--- config.mk ---
export PLATFORM = sky130hd
export DESIGN_NAME = iz_param_loader
export DESIGN_NICKNAME = d
export VERILOG_FILES = /design/src/rtl/iz_pkg.sv /design/src/rtl/iz_byte_timeout.sv /design/src/rtl/iz_param_loader.sv
export SDC_FILE = /design/constraint.sdc
export NUM_CORES = 1
export LEC_CHECK = 0
export CAP_MARGIN = 20
export CORE_AREA = 4 4 129 131
export DETAILED_ROUTE_END_ITERATION = 12
export DIE_AREA = 0 0 133 135
export GPL_TIMING_DRIVEN = 0
export MAX_ROUTING_LAYER = met4
export PLACE_DENSITY = 0.66
export RECOVER_POWER = 50
export SLEW_MARGIN = 20
export SYNTH_ARGS = -nofsm -noshare
export SYNTH_HDL_FRONTEND = slang
export SYNTH_HIERARCHICAL = 1
export SYNTH_SLANG_ARGS = --single-unit
--- constraint.sdc ---
create_clock -name clk -period 2.3 [get_ports clk]
set_input_delay 0.575 -clock clk [delete_from_list [all_inputs] [get_ports clk]]
set_output_delay 0.575 -clock clk [all_outputs]
set_load 0.02 [all_outputs]
--- src/rtl/iz_pkg.sv ---
// Shared definitions for the Izhikevich neuron core: frame marker, x64 fixed-point
// parameter defaults and the loader state encoding.
package iz_pkg;

    localparam int               SCALE         = 64;
    localparam logic [7:0]       SYNC_BYTE_DEF = 8'hA5;
    localparam logic signed [15:0] DEF_A_X64   = 16'sd1;
    localparam logic signed [15:0] DEF_B_X64   = 16'sd13;
    localparam logic signed [15:0] DEF_C_X64   = -16'sd4160;
    localparam logic signed [15:0] DEF_D_X64   = 16'sd512;

    typedef enum logic [1:0] {
        IDLE    = 2'd0,
        PAYLOAD = 2'd1,
        CHECK   = 2'd2
    } state_t;

    // Raw two's-complement join of a little-endian byte pair, no saturation.
    function automatic logic signed [15:0] assemble(input logic [7:0] hi, input logic [7:0] lo);
        return signed'({hi, lo});
    endfunction

endpackage

--- src/rtl/iz_byte_timeout.sv ---
// Inter-byte watchdog: counts consecutive idle cycles while run is high and raises
// expire on the cycle that would complete TIMEOUT idle cycles.
module iz_byte_timeout #(
    parameter logic [15:0] TIMEOUT = 16'd1000
) (
    input  logic clk,
    input  logic reset,
    input  logic run,
    input  logic kick,
    output logic expire
);

    logic [15:0] timer_q;
    logic [15:0] timer_d;

    // A byte arriving on the expiry cycle wins: kick suppresses expire.
    assign expire = run && !kick && (timer_q == TIMEOUT - 16'd1);

    always_comb begin
        timer_d = timer_q + 16'd1;
        if (!run || kick || expire) begin
            timer_d = '0;
        end
    end

    always_ff @(posedge clk) begin
        if (reset) begin
            timer_q <= '0;
        end else begin
            timer_q <= timer_d;
        end
    end

endmodule

--- src/rtl/iz_param_loader.sv ---
// Loads Izhikevich a/b/c/d from a checksummed byte frame into shadow registers and
// commits them atomically to the neuron core only when the checksum matches.
module iz_param_loader
    import iz_pkg::*;
#(
    parameter logic [7:0]         SYNC_BYTE      = SYNC_BYTE_DEF,
    parameter logic [15:0]        TIMEOUT        = 16'd1000,
    parameter logic signed [15:0] DEF_A          = DEF_A_X64,
    parameter logic signed [15:0] DEF_B          = DEF_B_X64,
    parameter logic signed [15:0] DEF_C          = DEF_C_X64,
    parameter logic signed [15:0] DEF_D          = DEF_D_X64,
    parameter logic               READY_AT_RESET = 1'b0
) (
    input  logic               clk,
    input  logic               reset,
    input  logic [7:0]         data_in,
    input  logic               data_valid,
    output logic signed [15:0] param_a,
    output logic signed [15:0] param_b,
    output logic signed [15:0] param_c,
    output logic signed [15:0] param_d,
    output logic               params_ready,
    output logic               busy,
    output logic               frame_done,
    output logic               frame_error
);

    state_t              state_q, state_d;
    logic [2:0]          idx_q, idx_d;
    logic [7:0]          csum_q, csum_d;
    logic [7:0]          shadow_q [8];
    logic [7:0]          shadow_d [8];
    logic signed [15:0]  param_a_q, param_a_d, param_b_q, param_b_d;
    logic signed [15:0]  param_c_q, param_c_d, param_d_q, param_d_d;
    logic                ready_q, ready_d, set_valid_q, set_valid_d;
    logic                busy_q, busy_d, done_q, done_d, error_q, error_d;
    logic                expire, commit, abort;

    iz_byte_timeout #(.TIMEOUT(TIMEOUT)) u_timeout (
        .clk    (clk),
        .reset  (reset),
        .run    (busy_q),
        .kick   (data_valid),
        .expire (expire)
    );

    always_comb begin
        state_d     = state_q;
        idx_d       = idx_q;
        csum_d      = csum_q;
        shadow_d    = shadow_q;
        param_a_d   = param_a_q;
        param_b_d   = param_b_q;
        param_c_d   = param_c_q;
        param_d_d   = param_d_q;
        ready_d     = ready_q;
        set_valid_d = set_valid_q;
        done_d      = 1'b0;
        error_d     = 1'b0;
        commit      = 1'b0;
        abort       = 1'b0;

        case (state_q)
            IDLE: begin
                if (data_valid && data_in == SYNC_BYTE) begin
                    state_d = PAYLOAD;
                    idx_d   = '0;
                    csum_d  = '0;
                    ready_d = 1'b0;
                end
            end
            PAYLOAD: begin
                if (data_valid) begin
                    shadow_d[idx_q] = data_in;
                    csum_d          = csum_q ^ data_in;
                    idx_d           = idx_q + 3'd1;
                    if (idx_q == 3'd7) begin
                        state_d = CHECK;
                    end
                end else if (expire) begin
                    abort = 1'b1;
                end
            end
            CHECK: begin
                if (data_valid) begin
                    commit = (data_in == csum_q);
                    abort  = (data_in != csum_q);
                end else if (expire) begin
                    abort = 1'b1;
                end
            end
            default: begin
                state_d = IDLE;
            end
        endcase

        // Outputs only ever move here, so the core never sees a half-loaded set.
        if (commit) begin
            param_a_d   = assemble(shadow_q[1], shadow_q[0]);
            param_b_d   = assemble(shadow_q[3], shadow_q[2]);
            param_c_d   = assemble(shadow_q[5], shadow_q[4]);
            param_d_d   = assemble(shadow_q[7], shadow_q[6]);
            set_valid_d = 1'b1;
            ready_d     = 1'b1;
            done_d      = 1'b1;
            state_d     = IDLE;
        end
        if (abort) begin
            ready_d = set_valid_q;
            error_d = 1'b1;
            state_d = IDLE;
        end

        busy_d = (state_d != IDLE);
    end

    always_ff @(posedge clk) begin
        if (reset) begin
            state_q     <= IDLE;
            idx_q       <= '0;
            csum_q      <= '0;
            param_a_q   <= DEF_A;
            param_b_q   <= DEF_B;
            param_c_q   <= DEF_C;
            param_d_q   <= DEF_D;
            ready_q     <= READY_AT_RESET;
            set_valid_q <= READY_AT_RESET;
            busy_q      <= 1'b0;
            done_q      <= 1'b0;
            error_q     <= 1'b0;
        end else begin
            state_q     <= state_d;
            idx_q       <= idx_d;
            csum_q      <= csum_d;
            param_a_q   <= param_a_d;
            param_b_q   <= param_b_d;
            param_c_q   <= param_c_d;
            param_d_q   <= param_d_d;
            ready_q     <= ready_d;
            set_valid_q <= set_valid_d;
            busy_q      <= busy_d;
            done_q      <= done_d;
            error_q     <= error_d;
        end
    end

    // Shadow bytes are pure data; they are always rewritten before being committed.
    always_ff @(posedge clk) begin
        shadow_q <= shadow_d;
    end

    assign param_a      = param_a_q;
    assign param_b      = param_b_q;
    assign param_c      = param_c_q;
    assign param_d      = param_d_q;
    assign params_ready = ready_q;
    assign busy         = busy_q;
    assign frame_done   = done_q;
    assign frame_error  = error_q;

endmodule

After elaboration in Yosys (flattened, before gate mapping)
Cells that the tools add are included.
{ "totals": {"input_bits": 11, "register_bits": 162} }
{ "classes": {"muxes": 27, "eq_ne": 9, "magnitude_cmp": 2, "bitwise_logic": 2, "addsub": 2, "reduce_logical": 17} }
{ "ops": {"columns": ["cell", "count"], "rows": [
  ["bitwise mux 64 bit", 1],
  ["demux 8 bit (select 3 bit)", 1],
  ["two-way mux 8 bit", 3],
  ["adder 16 x 1 -> 16 bit, second input constant", 1],
  ["== test 16 x 10 -> 1 bit, second input constant", 1],
  ["case mux 8 bit (2 select lines)", 1],
  ["two-way mux 1 bit", 11],
  ["two-way mux 2 bit", 5],
  ["== test 8 bit", 1],
  ["== test 8 bit, second input constant", 1],
  ["!= test 8 bit", 1],
  ["bitwise XOR 8 bit", 1],
  ["two-way mux 3 bit", 2],
  ["case mux 2 bit (3 select lines)", 1],
  ["case mux 3 bit (2 select lines)", 1],
  ["nonzero test 3 bit", 2],
  ["greater-or-equal comparator 4 bit, second input constant", 1],
  ["logical AND 1 bit", 4],
  ["less-than comparator 4 x 1 -> 1 bit, second input constant", 1],
  ["!= test 2 bit, second input constant", 2],
  ["NOT 3 -> 4 bit", 1],
  ["AND reduction 2 bit", 2],
  ["nonzero test 2 bit", 2],
  ["adder 3 x 1 -> 3 bit, second input constant", 1],
  ["9 further kinds", 11]
]} }

Longest topological paths before layout
Gate-level depths: netlist of run 1.
{ "logic_depth": {"ltp_word": 8, "mapped_depth": 8} }

Modules after synthesis
Netlist of run 1, hierarchy kept.
{ "modules_own_cells": {"columns": ["module", "seq_area_each_um2", "area_per_inst_um2", "instances", "cells_per_inst"], "rows": [
  ["iz_param_loader", 3563.4, 5381.4, 1, 436],
  ["iz_byte_timeout", 320.3, 713.2, 1, 81]
]} }

Worst setup path before layout of run 1
Ideal clock, no wire load.
{ "synth_timing": {"kind": "reg2reg", "from": "register state_q[1]", "to": "register shadow_q[16] in the netlist's numbering (enable)", "t_required_ns": 1.915, "arrival_ns": 1.972, "stages_incl_launch_ff": 8, "slack_ns": -0.057, "synth_period_minus_slack_ns": 2.357, "n_path_buf": 2, "cell_sequence": "dfxtp_1 > inv_1 > ha_1 > clkbuf_1 > and2_1 > clkbuf_1 > nand2_1 > nor3b_1"} }
{ "synth_between": {"elab_chain_len": 2} }
{ "synth_lines": {"columns": ["element", "line", "rtl"], "rows": [
  ["from (decl)", "iz_param_loader.sv:28", "state_t state_q, state_d;"],
  ["from (signal assigned)", "iz_param_loader.sv:132", "state_q <= state_d;"],
  ["== test 2 x 1 -> 1 bit", "iz_param_loader.sv:63", "case (state_q)"],
  ["AND reduction 2 bit (no line)", null, null],
  ["to (signal assigned)", "iz_param_loader.sv:149", "shadow_q <= shadow_d;"],
  ["to (decl)", "iz_param_loader.sv:31", "logic [7:0] shadow_q [8];"]
]} }
No other way between the ends.
A chain may end at the register's enable or synchronous reset.

Worst setup path after layout of run 1
{ "layout_timing": {"from": "register u_timeout.timer_q[11]", "to": "register ready_q, in the netlist params_ready"} }
{ "layout_between": {"elab_chain_len": 7} }
{ "layout_lines": {"columns": ["element", "line", "rtl"], "rows": [
  ["from (decl)", "iz_byte_timeout.sv:13", "logic [15:0] timer_q;"],
  ["from (signal assigned)", "iz_byte_timeout.sv:30", "timer_q <= timer_d;"],
  ["== test 16 x 10 -> 1 bit *", "iz_byte_timeout.sv:17", "assign expire = run && !kick && (timer_q == TIMEOUT - 16'd1);"],
  ["logical AND 1 bit *", "iz_byte_timeout.sv:17", null],
  ["named net expire", "iz_param_loader.sv:37", "logic expire, commit, abort;"],
  ["two-way mux 1 bit *", "iz_param_loader.sv:80, iz_param_loader.sv:88", null],
  ["two-way mux 1 bit, on equally long branches", "iz_param_loader.sv:85, iz_param_loader.sv:73", null],
  ["case mux 1 bit (2 select lines) *", "iz_param_loader.sv:63", null],
  ["nonzero test 3 bit (no line)", null, null],
  ["AND reduction 2 bit (no line)", null, null],
  ["to (signal assigned)", "iz_param_loader.sv:139", "ready_q <= ready_d;"],
  ["to (decl)", "iz_param_loader.sv:35", "logic ready_q, ready_d, set_valid_q, set_valid_d;"]
]} }
The timed path passes the listed nets; every way through them passes the cells marked *.

==> metrics.md, run 1 <==
| Metric | Value |
|---|---|
| Slew HR | 56.9% |
| Slowest stage delay, CP | 0.56 ns |
| Status | finished with violations |
| Worst slew pin tran | 0.646 ns |
| PwrDens | 734 nW/um2 |
| First-pass GRT wire length | 21500 um |
| Die Y | 135 um |
| Sw Share | 21.9% |
| Setup clock skew after layout | 0.00736 ns |
| Sequential cell area fraction in the yosys report | 63.7% |
| Final GP Congestion | 0.851 |
| Area growth syn-to-layout | 29.8% |
| Worst setup EP type | register |
| Final hold slack | 0.447 ns |
| Die area | 18000 um2 |
| Reg power frac | 51.4% |
| Setup ws final | -0.0301 ns |
| Routed wire length | 13400 um |
| Initial antenna violation count | 0 |
| Syn avg cell area | 11.8 um2 |
| Final min period | 2.33 ns |
| Via count | 4181 |
| DRC violation count after routing | 0 |
| Clock latency on the worst-skew pair | 0.42 ns |
| Final Hold Fails | 0 |
| Ys async rst share | 0% |
| Largest net degree at the start of global routing | 17 |
| Vias in the first global route | 4128 |
| Flops & latches, synth | 162 |
| TritonCTS Sinks | 162 |
| Hold Path Origin | u_timeout/timer_q[0] |
| Synthesized area | 6090 um2 |
| Critical Path Slowest Stage Cell | or4_4 |
| Worst setup SP type | register |
| Total negative slack | -0.0301 ns |
| Core Region | 15600 um2 |
| Data required, critical path | 2.66 ns |
| Reg-to-reg slack, setup | -0.03 ns |
| Max cap viols | 0 |
| Dominant synthesized flop cell | dfxtp_1 |
| CTS tree | done |
| Clk network pwr share | 45.9% |
| Crit. Startpoint | u_timeout/timer_q[11] |
| Layout cells sized above 1 | 12.8% |
| Clk slew on worst S/H paths | 0.06 ns |
| Library cells used by synthesis | 44 |
| Highest Clock Rate | 429 MHz |
| Fin. max-slew vios | 0 |
| FF-to-FF Start | u_timeout/timer_q[11] |
| Most frequent cells in the layout | dfxtp_1 (94), nor2_1 (87), clkdlybuf4s50_1 (70) |
| Leakage | 3.06 nW |
| Total CTS buffers | 17 |
| Synthesized Nets | 535 |
| Synth Instances | 517 |
| Worst path cell trace | or4_1 -> or4_4 -> nor2_4 -> o21ai_1 -> a31o_2 -> o21ai_4 -> o221a_1 |
| Final setup viols | 1 |
| Drt initial violations | 216 |
| Grt ovf | 0 |
| Switch Pwr | 0.00127 W |
| Drt wl/cell | 15.7 um |
| Commonest non-fill, non-tap cell in the layout | dfxtp_1 |
| Post-route ant nets | 0 |
| Maximum fanout along the worst path | 5 |
| Setup CP Type | reg2reg |
| Worst VDD drop | 0.550 mV |
| Comb power frac | 2.7% |
| Synth warn | 6 |
| Clk root buf | clkbuf_16 |
| Fin cells | 851 |
| N_diodes | 0 |
| Post-synth EDFFs | 64 |
| Crit share post-route | 101% |
| Placed cell count | 812 |
| Total power draw | 0.00581 W |
| H-tree Lvls | 4 |
| GRT Overall Usage | 15.8% |
| Unrepaired setup endpoints after global routing | true |
| Detailed placement HPWL | 9180 um |
| Die X | 133 um |
| First-pass DRT Iterations | 4 |
| Internal power | 0.00453 W |
| Failing checks | negative setup slack |
| Ports | 79 |
| Starting density of the core | 39.1% |
| Vias per std cell | 4.91 |
| Hold WC Path Type | reg2reg |
| Row count | 46 |
| Worst-case clock buffer depth | 2 |
| Post-layout net count | 640 |
| Input/output buffers | 78 |
| CP Data Arrival Time | 2.69 ns |
## worst max-delay path: cells and delay by family, from the launching register on
family | cells | cell delay (ns)
flip-flops | 1 | 0.34
AO/OA/AOI/OAI | 4 | 0.74
AND/OR/NAND/NOR | 3 | 1.18
## state kept, by name, summed over array words and instances, names as in the netlist
| register | cells |
|---|---|
| csum_q | 8 |
| param_c | 16 |
| frame_error | 1 |
| param_a | 16 |
| set_valid_q | 1 |
| shadow_q | 64 |
| idx_q | 3 |
| param_b | 16 |
| params_ready | 1 |
| param_d | 16 |
| u_timeout/timer_q | 16 |
| busy | 1 |
| state_q | 2 |
| frame_done | 1 |
## worst paths after layout
path | end | depth (start not counted)
setup / recovery | params_ready | 7
hold / removal | u_timeout/timer_q[0] | 1
setup reg to reg | params_ready | 7
hold reg to reg | u_timeout/timer_q[0] | 1
## logic make-up (layout without fill, tap and decap cells)
family / after synthesis / in the layout / share of synthesized area (%)
multiplexers: 51 / 51 / 8.38
buffers and inverters: 48 / 166 / 3.47
XOR/XNOR: 20 / 20 / 2.87
flip-flops: 162 / 162 / 63.7
adder cells (fa/ha/maj): 7 / 7 / 1.44
AO/OA/AOI/OAI: 49 / 49 / 5.71
AND/OR/NAND/NOR: 180 / 180 / 14.4
## synthesized netlist by cell type (2+ instances only)
master     instances  area (um2)
dfxtp_1           98        1960
nor2_1            90         338
edfxtp_1          64        1920
mux2i_1           51         510
nand2_1           25        93.8
inv_1             21        78.8
a211o_1           15         131
clkbuf_1          14        52.6
a31oi_1           11        68.8
xnor2_1           11        96.3
o21ai_0            9        45.0
xor2_1             9        78.8
nand3_1            8        40.0
nor3_1             8        40.0
buf_2              7        35.0
ha_1               7        87.6
nand4_1            6        37.5
nor2b_1            6        37.5
nor4_1             6        37.5
nor3b_1            5        37.5
and3_1             4        25.0
nand3b_1           4        30.0
a21oi_1            3        15.0
buf_6              3        33.8
nand2b_1           3        18.8
nand4b_1           3        26.3
o21ai_1            3        15.0
a31o_2             2        17.5
and2_1             2        12.5
buf_1              2        7.51
nand4bb_1          2        22.5
nor4_2             2        25.0
or4_1              2        15.0
## power by group through the flow
stage | combinational (W) | clock [W] | sequential, W
floorplan | 0.0000690 | 0 | 0.00305
global route | 0.000172 | 0.00285 | 0.00298
detailed placement | 0.000154 | 0 | 0.00305
CTS | 0.000154 | 0.00274 | 0.00299
finish | 0.000158 | 0.00266 | 0.00299
global placement | 0.000151 | 0 | 0.00305
## cell type report
type | instances | area (um2)
Inverter | 22 | 82.6
Tap cell | 216 | 270
Sequential cell | 162 | 3890
Timing Repair Buffer | 88 | 863
Clock buffer | 18 | 429
Clock inverter | 14 | 130
Buffer | 24 | 123
Fill cell | 1364 | 7690
Multi-Input combinational cell | 307 | 2120
## per-stage QoR
stage                     cell area (um2)  utilization (%)  setup slack (ns)
after floorplan                      6110                -            0.0191
after global placement               7160             45.9             -1.15
after detailed placement             7170             46.0            -0.875
after CTS                            7870             50.5           -0.0132
after global routing                 7910             50.7           -0.0975
final                                7910             50.7           -0.0301
## repair_timing
action,in CTS,in global routing
hold buffers,0,0
setup endpoints to repair,133,109
pin swaps,4,2
hold endpoints to repair,0,0
gates resized for setup,35,18
buffers inserted,5,4
## per-layer routing
layer	up-vias	routed length, um	track usage, %	part of all wire (%)
li1	2040	-	-	-
met1	2015	5800	18.6	43
met2	111	6690	26.4	50
met3	15	743	4.58	5.5
met4	0	151	4.73	1.1
met5	-	0	-	0
Note: power is estimated with default switching activity, not from simulation.
==> inputs of run 2 (changes only) <==
- CORE_AREA: 4 4 129 131 -> 2 2 127 129
- DIE_AREA: 0 0 133 135 -> 0 0 129 131
==> run 2 against run 1 <==
The run still ends with negative setup slack left. Worst hold slack gained 0.0035 ns. Sequential power about the same. Critical endpoint unchanged. Final cell count is 0.47% lower. Largest power group unchanged. Largest cell class unchanged. Highest routed layer unchanged.
==> metrics.md, run 2 (same netlist as run 1, synthesis figures left out) <==
| Metric | Value |
|---|---|
| Routed wire length | 13400 um (+0.27%) |
| Starting density of the core | 39.1% (unchanged) |
| TritonCTS Sinks | 162 (unchanged) |
| Worst VDD drop | 0.459 mV (-17%) |
| Die X | 129 um (-3.0%) |
| Final min period | 2.32 ns (-0.0133 ns) |
| Worst path cell trace | or4_1 -> or4_4 -> nor2_4 -> o21ai_1 -> a31o_2 -> o21ai_4 -> o221a_1 |
| Worst setup SP type | register |
| Row count | 46 (unchanged) |
| Final GP Congestion | 0.837 (-1.7%) |
| Die area | 16900 um2 (-5.9%) |
| Dpl ws | -0.847 ns (+0.0278 ns) |
| Total CTS buffers | 17 (unchanged) |
| Vias in the first global route | 4148 (+0.48%) |
| Critical Path Slowest Stage Cell | or4_4 |
| Commonest non-fill, non-tap cell in the layout | dfxtp_1 |
| Crit share post-route | 101% (-0.58 points) |
| Leakage | 3.05 nW (-0.20%) |
| Final design utilization | 50.5% (-0.17 points) |
| Data required, critical path | 2.66 ns (about the same) |
| Worst slew pin tran | 0.684 ns (+0.0380 ns) |
| N_diodes | 0 (unchanged) |
| Total power draw | 0.00588 W (+1.2%) |
| Max cap viols | 0 (unchanged) |
| Number of flip-flops under the largest register name | 64 (unchanged) |
| Highest Clock Rate | 432 MHz (+0.57%) |
| Ports | 79 (unchanged) |
| Status | finished with violations |
| Setup CP Type | reg2reg |
| Post-layout net count | 637 (-0.47%) |
| Detailed placement HPWL | 9110 um (-0.76%) |
| Fin. max-slew vios | 0 (unchanged) |
| Drt wl/cell | 15.9 um (+0.74%) |
| Setup clock skew after layout | 0.0110 ns (+0.00363 ns) |
| Die Y | 131 um (-3.0%) |
| Final hold slack | 0.451 ns (+0.00355 ns) |
| Post-route ant nets | 0 (unchanged) |
| Clock latency on the worst-skew pair | 0.43 ns (about the same) |
| Final setup viols | 1 (unchanged) |
| Setup ws final | -0.0168 ns (+0.0133 ns) |
| H-tree Lvls | 4 (unchanged) |
| Vias per std cell | 4.95 (+0.74%) |
| Final Hold Fails | 0 (unchanged) |
| Layout cells sized above 1 | 12.4% (-0.39 points) |
| Via count | 4192 (+0.26%) |
| CTS tree | done |
| Worst-case clock buffer depth | 2 (unchanged) |
| First-pass DRT Iterations | 4 (unchanged) |
| Unrepaired setup endpoints after global routing | true |
| Grt ovf | 0 (unchanged) |
| Input/output buffers | 78 (unchanged) |
| Largest net degree at the start of global routing | 17 (unchanged) |
| Maximum fanout along the worst path | 5 (unchanged) |
| Slowest stage delay, CP | 0.57 ns (about the same) |
| PwrDens | 746 nW/um2 (+1.6%) |
| Slew HR | 54.4% (-2.5 points) |
| Worst setup EP type | register |
| Drt initial violations | 273 (+26%) |
| Clk slew on worst S/H paths | 0.06 ns (about the same) |
| Total negative slack | -0.0168 ns (+0.0133 ns) |
| DRC violation count after routing | 0 (unchanged) |
| Area growth syn-to-layout | 29.3% |
| Initial antenna violation count | 0 (unchanged) |
| CP Data Arrival Time | 2.68 ns (about the same) |
| First-pass GRT wire length | 21200 um (-1.5%) |
| Hold WC Path Type | reg2reg |
| Core Region | 15600 um2 (unchanged) |
| GRT Overall Usage | 17.2% (+1.4 points) |
| Most frequent cells in the layout | dfxtp_1 (95), nor2_1 (87), clkdlybuf4s50_1 (70) |
| Reg with most FFs | shadow_q |
| Failing checks | negative setup slack |
| Clk root buf | clkbuf_16 |
run 2: area by class of cell:
cell class	instances	area [um2]
plain buffers	24	123
clock buffers	20	447
clock inverters	11	128
fillers	1373	7710
inverters	22	82.6
multi-input cells	307	2110
flip-flops and latches	162	3890
well taps	216	270
repair buffers	85	835
run 2: routing by layer:
layer | routed length [um] | GRT usage, %
met1 | 5680 | 20.1
met2 | 6790 | 28.1
met3 | 685 | 4.11
met4 | 263 | 8.18
met5 | 0 | -
run 2: path summary, 6_finish.rpt:
check                            start                   end  slack, ns  cells after the start
setup / recovery  u_timeout/timer_q[3]          params_ready      -0.02                      7
setup reg to reg  u_timeout/timer_q[3]          params_ready      -0.02                      7
hold reg to reg   u_timeout/timer_q[0]  u_timeout/timer_q[0]       0.45                      1
hold / removal    u_timeout/timer_q[0]  u_timeout/timer_q[0]       0.45                      1
run 2: where the power goes:
| part | switching (W) | leakage (nW) | internal [W] |
|---|---|---|---|
| clock | 0.00111 | 0.282 | 0.00163 |
| combinational | 0.000110 | 1.40 | 0.0000429 |
| sequential | 0.00000381 | 1.37 | 0.00298 |
run 2: metrics by stage:
stage / std cells / cell area [um2]
finish: 847 / 7880
global placement: 811 / 7160
floorplan: 517 / 6110
detailed placement: 812 / 7170
global route: 847 / 7880
CTS: 847 / 7880
run 2: what timing repair did:
item,in CTS,in global routing
resized for setup,31,18
setup buffers,5,1
pin swaps,4,1
setup endpoints to repair,134,108
endpoints found under the hold margin,0,0
hold buffers,0,0
run 2: worst max-delay path, delay by kind of cell, from the launching register on:
family          cells  cell delay [ns]
flops               1             0.35
simple gates        3             1.18
compound gates      4             0.71
